[config.mk]
export PLATFORM = sky130hd
export DESIGN_NAME = pc_seq_flat
export DESIGN_NICKNAME = d
export VERILOG_FILES = /design/src/rtl/pc_seq_pkg.sv /design/src/rtl/pc_seq_if.sv /design/src/rtl/pc_seq_phase_cnt.sv /design/src/rtl/pc_seq.sv /design/src/flat_wrapper.sv
export SDC_FILE = /design/constraint.sdc
export NUM_CORES = 1
export LEC_CHECK = 0
export CAP_MARGIN = 5
export CORE_MARGIN = 2
export CORE_UTILIZATION = 40
export CTS_CLUSTER_SIZE = 16
export DETAILED_ROUTE_END_ITERATION = 8
export DONT_BUFFER_PORTS = 1
export GPL_ROUTABILITY_DRIVEN = 0
export PLACE_DENSITY_LB_ADDON = 0.1
export SYNTH_ARGS = -nofsm -noshare
export SYNTH_HDL_FRONTEND = slang
export SYNTH_SLANG_ARGS = --single-unit
[constraint.sdc]
create_clock -name clk -period 2.8 [get_ports clk]
set_input_delay 0.56 -clock clk [delete_from_list [all_inputs] [get_ports clk]]
set_output_delay 0.56 -clock clk [all_outputs]
set_load 0.02 [all_outputs]
[src/rtl/pc_seq_pkg.sv]
// rtl/pc_seq_pkg.sv - shared state encoding and default parameters for pc_seq
package pc_seq_pkg;

  typedef enum logic [2:0] {
    ST_FETCH  = 3'd0,
    ST_WAIT   = 3'd1,
    ST_EXEC   = 3'd2,
    ST_UPDATE = 3'd3,
    ST_HALT   = 3'd4
  } state_e;

  localparam logic [31:0] RESET_VECTOR_DEF = 32'h8000_0000;
  localparam int          PC_STEP_DEF      = 4;

endpackage

[src/rtl/pc_seq_if.sv]
// rtl/pc_seq_if.sv - instruction-memory fetch handshake between pc_seq and imem
interface pc_seq_if #(
  parameter int XLEN = 32
) ();

  logic            imem_req;
  logic [XLEN-1:0] imem_addr;
  logic            imem_gnt;
  logic            imem_rvalid;
  logic [XLEN-1:0] imem_rdata;

  modport master (
    output imem_req,
    output imem_addr,
    input  imem_gnt,
    input  imem_rvalid,
    input  imem_rdata
  );

  modport slave (
    input  imem_req,
    input  imem_addr,
    output imem_gnt,
    output imem_rvalid,
    output imem_rdata
  );

endinterface

[src/rtl/pc_seq_phase_cnt.sv]
// rtl/pc_seq_phase_cnt.sv - execute-phase cycle counter, flags the last EXEC cycle
module phase_cnt #(
  parameter int EXEC_CYCLES = 1
) (
  input  logic clk,
  input  logic rst,
  input  logic en_i,
  output logic last_o
);

  logic [1:0] cnt_q, cnt_d;

  assign last_o = en_i && (cnt_q == 2'(EXEC_CYCLES - 1));

  // Returns to zero whenever the phase is not running, so every entry starts clean.
  always_comb begin
    cnt_d = '0;
    if (en_i && !last_o) cnt_d = cnt_q + 2'd1;
  end

  always_ff @(posedge clk) begin
    if (rst) cnt_q <= '0;
    else     cnt_q <= cnt_d;
  end

endmodule

[src/rtl/pc_seq.sv]
// rtl/pc_seq.sv - fetch/exec/update PC sequencer; INSTRET_CNT_EN adds the instret counter
module pc_seq
  import pc_seq_pkg::*;
#(
  parameter int              XLEN         = 32,
  parameter logic [XLEN-1:0] RESET_VECTOR = XLEN'(RESET_VECTOR_DEF),
  parameter int              EXEC_CYCLES  = 1,
  parameter int              PC_STEP      = PC_STEP_DEF
) (
  input  logic            clk,
  input  logic            rst,
  pc_seq_if.master        imem,
  output logic [XLEN-1:0] inst,
  output logic [XLEN-1:0] pc,
  output logic [XLEN-1:0] pc_next_seq,
  input  logic            redirect,
  input  logic [XLEN-1:0] target,
  input  logic            halt_req,
  output logic            rf_wen_stb,
  output logic            pc_upd_stb,
  output logic            busy,
  output logic            misalign_err
`ifdef INSTRET_CNT_EN
  ,
  output logic [63:0]     instret
`endif
);

  state_e          state_q, state_d;
  logic [XLEN-1:0] pc_q, pc_d;
  logic [XLEN-1:0] inst_q, inst_d;
  logic            err_q, err_d;
  logic            halt_pend_q, halt_pend_d;
  logic            exec_last;
  logic            misalign;
  logic            inst_load;

  phase_cnt #(.EXEC_CYCLES(EXEC_CYCLES)) u_phase_cnt (
    .clk    (clk),
    .rst    (rst),
    .en_i   (state_q == ST_EXEC),
    .last_o (exec_last)
  );

  assign pc_next_seq = pc_q + XLEN'(PC_STEP);
  assign misalign    = (state_q == ST_UPDATE) && redirect && (target[1:0] != 2'b00);
  assign inst_load   = ((state_q == ST_FETCH) && imem.imem_gnt && imem.imem_rvalid) ||
                       ((state_q == ST_WAIT) && imem.imem_rvalid);

  always_ff @(posedge clk) begin
    if (rst) state_q <= ST_FETCH;
    else     state_q <= state_d;
  end

  always_comb begin
    state_d = state_q;
    unique case (state_q)
      ST_FETCH:  if (imem.imem_gnt) state_d = imem.imem_rvalid ? ST_EXEC : ST_WAIT;
      ST_WAIT:   if (imem.imem_rvalid) state_d = ST_EXEC;
      ST_EXEC:   if (exec_last) state_d = ST_UPDATE;
      ST_UPDATE: state_d = (halt_req || halt_pend_q || misalign) ? ST_HALT : ST_FETCH;
      ST_HALT:   state_d = ST_HALT;
      default:   state_d = ST_FETCH;
    endcase
  end

  // Strobes are masked while rst is high so a reset mid-instruction leaves nothing stale.
  always_comb begin
    imem.imem_req  = (state_q == ST_FETCH);
    imem.imem_addr = pc_q;
    rf_wen_stb     = !rst && (state_q == ST_EXEC) && exec_last;
    pc_upd_stb     = !rst && (state_q == ST_UPDATE);
    busy           = (state_q != ST_HALT);
  end

  // A halt request seen at any point is held until the running instruction retires.
  always_comb begin
    inst_d      = inst_load ? imem.imem_rdata : inst_q;
    err_d       = err_q || misalign;
    halt_pend_d = halt_pend_q || (halt_req && (state_q != ST_HALT));
    pc_d        = pc_q;
    if (state_q == ST_UPDATE && !misalign) pc_d = redirect ? target : pc_next_seq;
  end

  always_ff @(posedge clk) begin
    if (rst) begin
      pc_q        <= RESET_VECTOR;
      inst_q      <= '0;
      err_q       <= 1'b0;
      halt_pend_q <= 1'b0;
    end else begin
      pc_q        <= pc_d;
      inst_q      <= inst_d;
      err_q       <= err_d;
      halt_pend_q <= halt_pend_d;
    end
  end

  assign pc           = pc_q;
  assign inst         = inst_q;
  assign misalign_err = err_q;

`ifdef INSTRET_CNT_EN
  logic [63:0] instret_q;

  always_ff @(posedge clk) begin
    if (rst)                                       instret_q <= '0;
    else if (state_q == ST_UPDATE && !misalign)    instret_q <= instret_q + 64'd1;
  end

  assign instret = instret_q;
`endif

endmodule

[src/flat_wrapper.sv]
// flat-port wrapper written by rule: the top's interface ports become plain ports
module pc_seq_flat import pc_seq_pkg::*;
#(
  parameter int              XLEN         = 32,
  parameter logic [XLEN-1:0] RESET_VECTOR = XLEN'(RESET_VECTOR_DEF),
  parameter int              EXEC_CYCLES  = 1,
  parameter int              PC_STEP      = PC_STEP_DEF
)
  (clk, rst, inst, pc, pc_next_seq, redirect, target, halt_req, rf_wen_stb, pc_upd_stb, busy, misalign_err, imem_imem_req, imem_imem_addr, imem_imem_gnt, imem_imem_rvalid, imem_imem_rdata);
  pc_seq_if #(.XLEN(XLEN)) imem_i ();
  input  logic clk;
  input  logic rst;
  output logic [XLEN-1:0] inst;
  output logic [XLEN-1:0] pc;
  output logic [XLEN-1:0] pc_next_seq;
  input  logic redirect;
  input  logic [XLEN-1:0] target;
  input  logic halt_req;
  output logic rf_wen_stb;
  output logic pc_upd_stb;
  output logic busy;
  output logic misalign_err;
  output wire logic [$bits(imem_i.imem_req)-1:0] imem_imem_req;
  output wire logic [$bits(imem_i.imem_addr)-1:0] imem_imem_addr;
  input wire logic [$bits(imem_i.imem_gnt)-1:0] imem_imem_gnt;
  input wire logic [$bits(imem_i.imem_rvalid)-1:0] imem_imem_rvalid;
  input wire logic [$bits(imem_i.imem_rdata)-1:0] imem_imem_rdata;
  assign imem_imem_req = imem_i.imem_req;
  assign imem_imem_addr = imem_i.imem_addr;
  assign imem_i.imem_gnt = imem_imem_gnt;
  assign imem_i.imem_rvalid = imem_imem_rvalid;
  assign imem_i.imem_rdata = imem_imem_rdata;
  pc_seq #(.XLEN(XLEN), .RESET_VECTOR(RESET_VECTOR), .EXEC_CYCLES(EXEC_CYCLES), .PC_STEP(PC_STEP)) u_core (.clk(clk), .rst(rst), .imem(imem_i), .inst(inst), .pc(pc), .pc_next_seq(pc_next_seq), .redirect(redirect), .target(target), .halt_req(halt_req), .rf_wen_stb(rf_wen_stb), .pc_upd_stb(pc_upd_stb), .busy(busy), .misalign_err(misalign_err));
endmodule
# Word-level counts from Yosys, hierarchy flattened
# Index checks and enable logic that the tools add are counted.
# op_classes
add_sub_neg	2
n_eq_ne	8
muxes	7
bitwise	1
n_reduce_logical	25
# ops
operator	n
adder 32 x 3 -> 32 bit, second input constant	1
2-to-1 mux 32 bit	1
one-hot mux 3 bit (5 select lines)	1
logical AND 1 bit	12
2-to-1 mux 3 bit	4
== test 3 x 2 -> 1 bit, second input constant	2
logical OR 1 bit	5
inequality test 2 x 1 -> 1 bit, second input constant	2
== test 3 x 1 -> 1 bit, second input constant	1
== test 3 bit, second input constant	1
logical NOT 1 bit	3
logical NOT 3 bit	1
inequality test 3 bit, second input constant	1
AND reduction 3 bit	1
adder 2 x 1 -> 2 bit, second input constant	1
logical NOT 2 bit	1
2-to-1 mux 2 bit	1
inequality test 2 bit, second input constant	1
nonzero test 2 bit	1
OR reduction 2 bit	1
inverter 1 bit	1
# word_totals
reg_bits	71

# Logic depth before layout (Yosys ltp)
# depth
depth_word	6
depth_mapped	8
ltp_nobuf	5

# By module
# From an unflattened synthesis, not the netlist that was laid out.
# unflattened
cells_unflattened	571
area_unflattened_um2	4345.4
# modules_own_cells
mod	instances	cells_each	area_per_inst_um2	seq_area_each_um2
pc_seq	1	563	4251.6	1381.3
phase_cnt	1	8	93.8	40.0

# Worst setup path after synthesis
# No wires, ideal clock.
# synth_path
path_kind	register to output
start	register u_core.pc_q[2] (netlist: u_core.imem.imem_addr[2])
end	output port pc_next_seq[30]
arrival_time_ns	2.029
path_slack_ns	0.211
path_stages_with_launch	7
path_cell_list	dfxtp_1 > ha_1 > nand3_1 > nor2_1 > buf_2 > nand3_1 > xnor2_1
# synth_between
elab_chain_cells	1
# synth_lines
item	line	rtl
start, declared	pc_seq.sv:30	logic [XLEN-1:0] pc_q, pc_d;
start signal, assigned	pc_seq.sv:92	pc_q <= pc_d;
adder 32 x 3 -> 32 bit	pc_seq.sv:45	assign pc_next_seq = pc_q + XLEN'(PC_STEP);
end, declared	flat_wrapper.sv:15	output logic [XLEN-1:0] pc_next_seq;
# Every way passes these cells.

# Final worst setup path
# layout_path
start	register u_core.pc_q[10] (netlist: u_core.imem.imem_addr[10])
end	output port pc_next_seq[18]
# The elaborated chain is that of the path after synthesis.

==> impl_metrics.json <==
{
  "wl_um": 12780,
  "synth_enable_flop_cells": 0,
  "cts-root-to-sink-buffers": 2,
  "clock_tree.htree_level_count": 3,
  "clock_skew_ns": 0.006926,
  "timing.final.crit_period_ns": 2.768,
  "design.die.area_sq_um": 11490,
  "netlist_instances": 564,
  "grt_first_pass_wirelength_um": 20050,
  "dpl.hpwl_um": 9017,
  "post_syn_area_sq_um": 4259,
  "critical_path_class": "flip-flop to output port",
  "yosysWarnings": 0,
  "synth_fp_nets": 636,
  "global_route.overflow_total": 0,
  "p_leak_uw": 0.001654,
  "timing.critical_path.buf_inv": 2,
  "tritoncts": "built",
  "synth-seq-cells": 71,
  "drv_slew": 0,
  "critPathTopFamily": "simple AND/OR/NAND/NOR gates",
  "final_common_cell": "sky130_fd_sc_hd__nand2_1",
  "worstHoldPathType": "input port to flip-flop",
  "fmaxAchievable_mhz": 361.3,
  "reg_to_reg_startpoint": "u_core.imem.imem_addr[10]",
  "start_util_pct": 41.26,
  "cap_violations": 0,
  "firstDrtPassIters": 5,
  "nets": 626,
  "setup.worst_path.start": "u_core.imem.imem_addr[10]",
  "insertion_delay_ns": 0.35,
  "worst_slew_margin_rel_pct": 54.76,
  "post_layout_nonfiller_instances": 695,
  "final_design_area_no_fill_sq_um": 4582,
  "via_count_of_the_first_global_routing_pass": 3805,
  "route.vias.total": 4084,
  "finalHoldViolCount": 0,
  "timing.critical_path.mode_cell": "sky130_fd_sc_hd__buf_4",
  "floorplan.die.height_um": 107.2,
  "dpl.cell_count": 679,
  "worst_ep_required_time_ns": 2.24,
  "tightest_slew_ns": 0.6735,
  "cp_num_cells": 6,
  "final_core_util_pct": 44.38,
  "mostFrequentLayoutCells": "100 x sky130_fd_sc_hd__nand2_1, 71 x sky130_fd_sc_hd__dfxtp_1, 64 x sky130_fd_sc_hd__buf_4",
  "cts.reportedPaths.clkPinSlew_ns": 0.08,
  "cp_cell_sequence": "buf_4 -> nand4_1 -> nor3_1 -> nand3_1 -> xnor2_1 -> buf_4",
  "max-vdd-ir-drop_v": 0.0002283,
  "critPathCapture": "pc_next_seq[18]",
  "maximum_number_of_pins_on_one_net_before_global_route_repair": 78,
  "drt_first_iter_violations": 241,
  "synth_top_cell_by_area": "sky130_fd_sc_hd__dfxtp_1",
  "synth.top_cells.by_area": "sky130_fd_sc_hd__dfxtp_1 33%, sky130_fd_sc_hd__nand2_1 8.8%, sky130_fd_sc_hd__buf_4 6.3%",
  "post_synth.cell_area_avg_sq_um": 7.552,
  "setup_violations": 0,
  "avgRoutedWirePerCell_um": 18.38,
  "power_per_cell_area_nw_per_um2": 453.9,
  "num_antenna_cells": 0,
  "place_area_sq_um": 4387,
  "r2r_setup_slack_ns": 0.76,
  "drt_drc_violations_left": 0,
  "antenna_left": 0,
  "dieWidth_um": 107.2,
  "buffer_ports.inserted": 0,
  "grt_util_all_layers_pct": 21.90,
  "worst_path_max_delay_cell": "sky130_fd_sc_hd__nor3_1",
  "fp.coreArea_sq_um": 10320,
  "synth_top_area_share_pct": 33.37,
  "layout_worst_path_cycle_share_pct": 98.85,
  "drt-vias-per-instance": 5.876,
  "ff2ff_path_depth": 5,
  "rsz0062_at_grt": "yes",
  "timing.critical_path.to_type": "output port",
  "postCtsHoldBufs": 0,
  "ctsRootBufferMaster": "sky130_fd_sc_hd__clkbuf_8",
  "crit_fanout": 7,
  "synth.yosys.seq_area_share_pct": 33.37,
  "regToRegEndpoint": "u_core.imem.imem_addr[15]",
  "cts_buffers": 9,
  "timing.critical_path.slowest_cell_delay_ns": 0.55,
  "crit_path_start_kind": "flip-flop",
  "fin_hold_ws_ns": 0.2847,
  "syn2layout_area_growth_pct": 7.579,
  "std_cell_rows": 37,
  "clkSinkCount": 71,
  "layout-drive-gt1-share_pct": 16.82,
  "design.portCount": 203,
  "ys.flop_type": "sky130_fd_sc_hd__dfxtp_1",
  "async_flop_share_pct": 0,
  "design_power_total_uw": 2080,
  "antenna_violations_before_repair": 0,
  "arrival_time_of_data_at_the_critical_path_endpoint_ns": 2.21,
  "outcome": "finished, final reports clean",
  "synth.distinct_cells": 61
}
## metrics by stage
step	setup slack [ns]	setup TNS [ns]
after CTS	0.003301	0
final	0.03221	0
after global placement	0.4327	0
after global routing	-0.1311	-0.3871
after floorplan	0.2113	0
after detailed placement	0.3914	0
## power by group
group | switching [uW] | internal, uW
combinational | 138 | 74.2
clock | 427 | 327
sequential | 65.4 | 1050
## final cells by class
cell class | count | area, sq um
fill | 1093 | 5742
clock inverter | 6 | 45.04
inverter | 11 | 41.29
timing repair buffer | 64 | 480.5
clock buffer | 10 | 127.6
sequential | 71 | 1421
tap | 136 | 170.2
multi-input combinational | 397 | 2296
## metal layers
| metal | wire length [um] | track usage (%) | vias up | share of wire [%] |
|---|---|---|---|---|
| li1 | - | - | 1940 | - |
| met5 | 0 | 0 | - | 0 |
| met3 | 1248 | 6.626 | 20 | 9.8 |
| met4 | 215 | 6.679 | 0 | 1.7 |
| met1 | 5173 | 26.08 | 1935 | 40 |
| met2 | 6137 | 37.70 | 189 | 48 |
## worst min path at each step
| stage | slack [ns] | cells after the start | start | endpoint |
|---|---|---|---|---|
| 6_report | 0.28 | 1 | rst | u_core.imem.imem_addr[26] |
| 4_1_cts | 0.26 | 1 | rst | u_core.imem.imem_addr[29] |
| 2_1_floorplan | 0.40 | 1 | u_core.u_phase_cnt.cnt_q[0] | u_core.u_phase_cnt.cnt_q[0] |
| 5_1_grt | 0.26 | 1 | rst | u_core.inst[24] |
| 3_3_place_gp | 0.41 | 1 | u_core.u_phase_cnt.cnt_q[0] | u_core.u_phase_cnt.cnt_q[0] |
| 3_5_place_dp | 0.41 | 1 | u_core.u_phase_cnt.cnt_q[0] | u_core.u_phase_cnt.cnt_q[0] |
## cells by family after synthesis
group,Yosys count,share of synthesized area [%]
simple gates,240,27.35
compound gates,127,19.51
buf+inv,96,13.37
flops,71,33.37
xor+xnor,26,5.346
mux,2,0.4701
fa+ha+maj,2,0.5875
## flip-flops by register name (all words and copies together) (netlist names)
signal and flops:
u_core.imem.imem_addr 32, u_core.inst 32, u_core.state_q 3, u_core.u_phase_cnt.cnt_q 2, u_core.halt_pend_q 1, u_core.misalign_err 1
## Yosys cell counts, types with 3 or more instances
| master | n |
|---|---|
| sky130_fd_sc_hd__buf_1 | 7 |
| sky130_fd_sc_hd__dfxtp_1 | 71 |
| sky130_fd_sc_hd__a32oi_1 | 7 |
| sky130_fd_sc_hd__nand3_1 | 21 |
| sky130_fd_sc_hd__nor2_1 | 32 |
| sky130_fd_sc_hd__o21a_1 | 5 |
| sky130_fd_sc_hd__a22oi_1 | 4 |
| sky130_fd_sc_hd__a311o_1 | 3 |
| sky130_fd_sc_hd__o311ai_0 | 3 |
| sky130_fd_sc_hd__o211ai_1 | 7 |
| sky130_fd_sc_hd__nor3_1 | 32 |
| sky130_fd_sc_hd__xnor2_1 | 16 |
| sky130_fd_sc_hd__nor2b_1 | 3 |
| sky130_fd_sc_hd__a21oi_1 | 50 |
| sky130_fd_sc_hd__nand4_1 | 13 |
| sky130_fd_sc_hd__buf_2 | 13 |
| sky130_fd_sc_hd__nor4_1 | 6 |
| sky130_fd_sc_hd__and4_1 | 3 |
| sky130_fd_sc_hd__and3_1 | 9 |
| sky130_fd_sc_hd__clkbuf_1 | 24 |
| sky130_fd_sc_hd__o32ai_1 | 5 |
| sky130_fd_sc_hd__nand2_1 | 100 |
| sky130_fd_sc_hd__xor2_1 | 10 |
| sky130_fd_sc_hd__and2_1 | 3 |
| sky130_fd_sc_hd__o21ai_0 | 10 |
| sky130_fd_sc_hd__a31oi_1 | 13 |
| sky130_fd_sc_hd__nor3b_1 | 3 |
| sky130_fd_sc_hd__inv_1 | 10 |
| sky130_fd_sc_hd__buf_4 | 36 |
| sky130_fd_sc_hd__o31ai_1 | 4 |
## worst reg2reg max path, cell delays in order (launching register included)
cell and delay, ns:
sky130_fd_sc_hd__dfxtp_1 0.33, sky130_fd_sc_hd__buf_4 0.22, sky130_fd_sc_hd__nand4_1 0.28, sky130_fd_sc_hd__nor4_1 0.67, sky130_fd_sc_hd__o21ai_0 0.16, sky130_fd_sc_hd__a32o_1 0.28
## repair_timing
| action | in CTS | in global routing |
|---|---|---|
| endpoints found under the setup margin | 0 | 12 |
| setup buffers | 0 | 0 |
| resized for setup | 0 | 5 |
(Power assumes the default switching activity.)
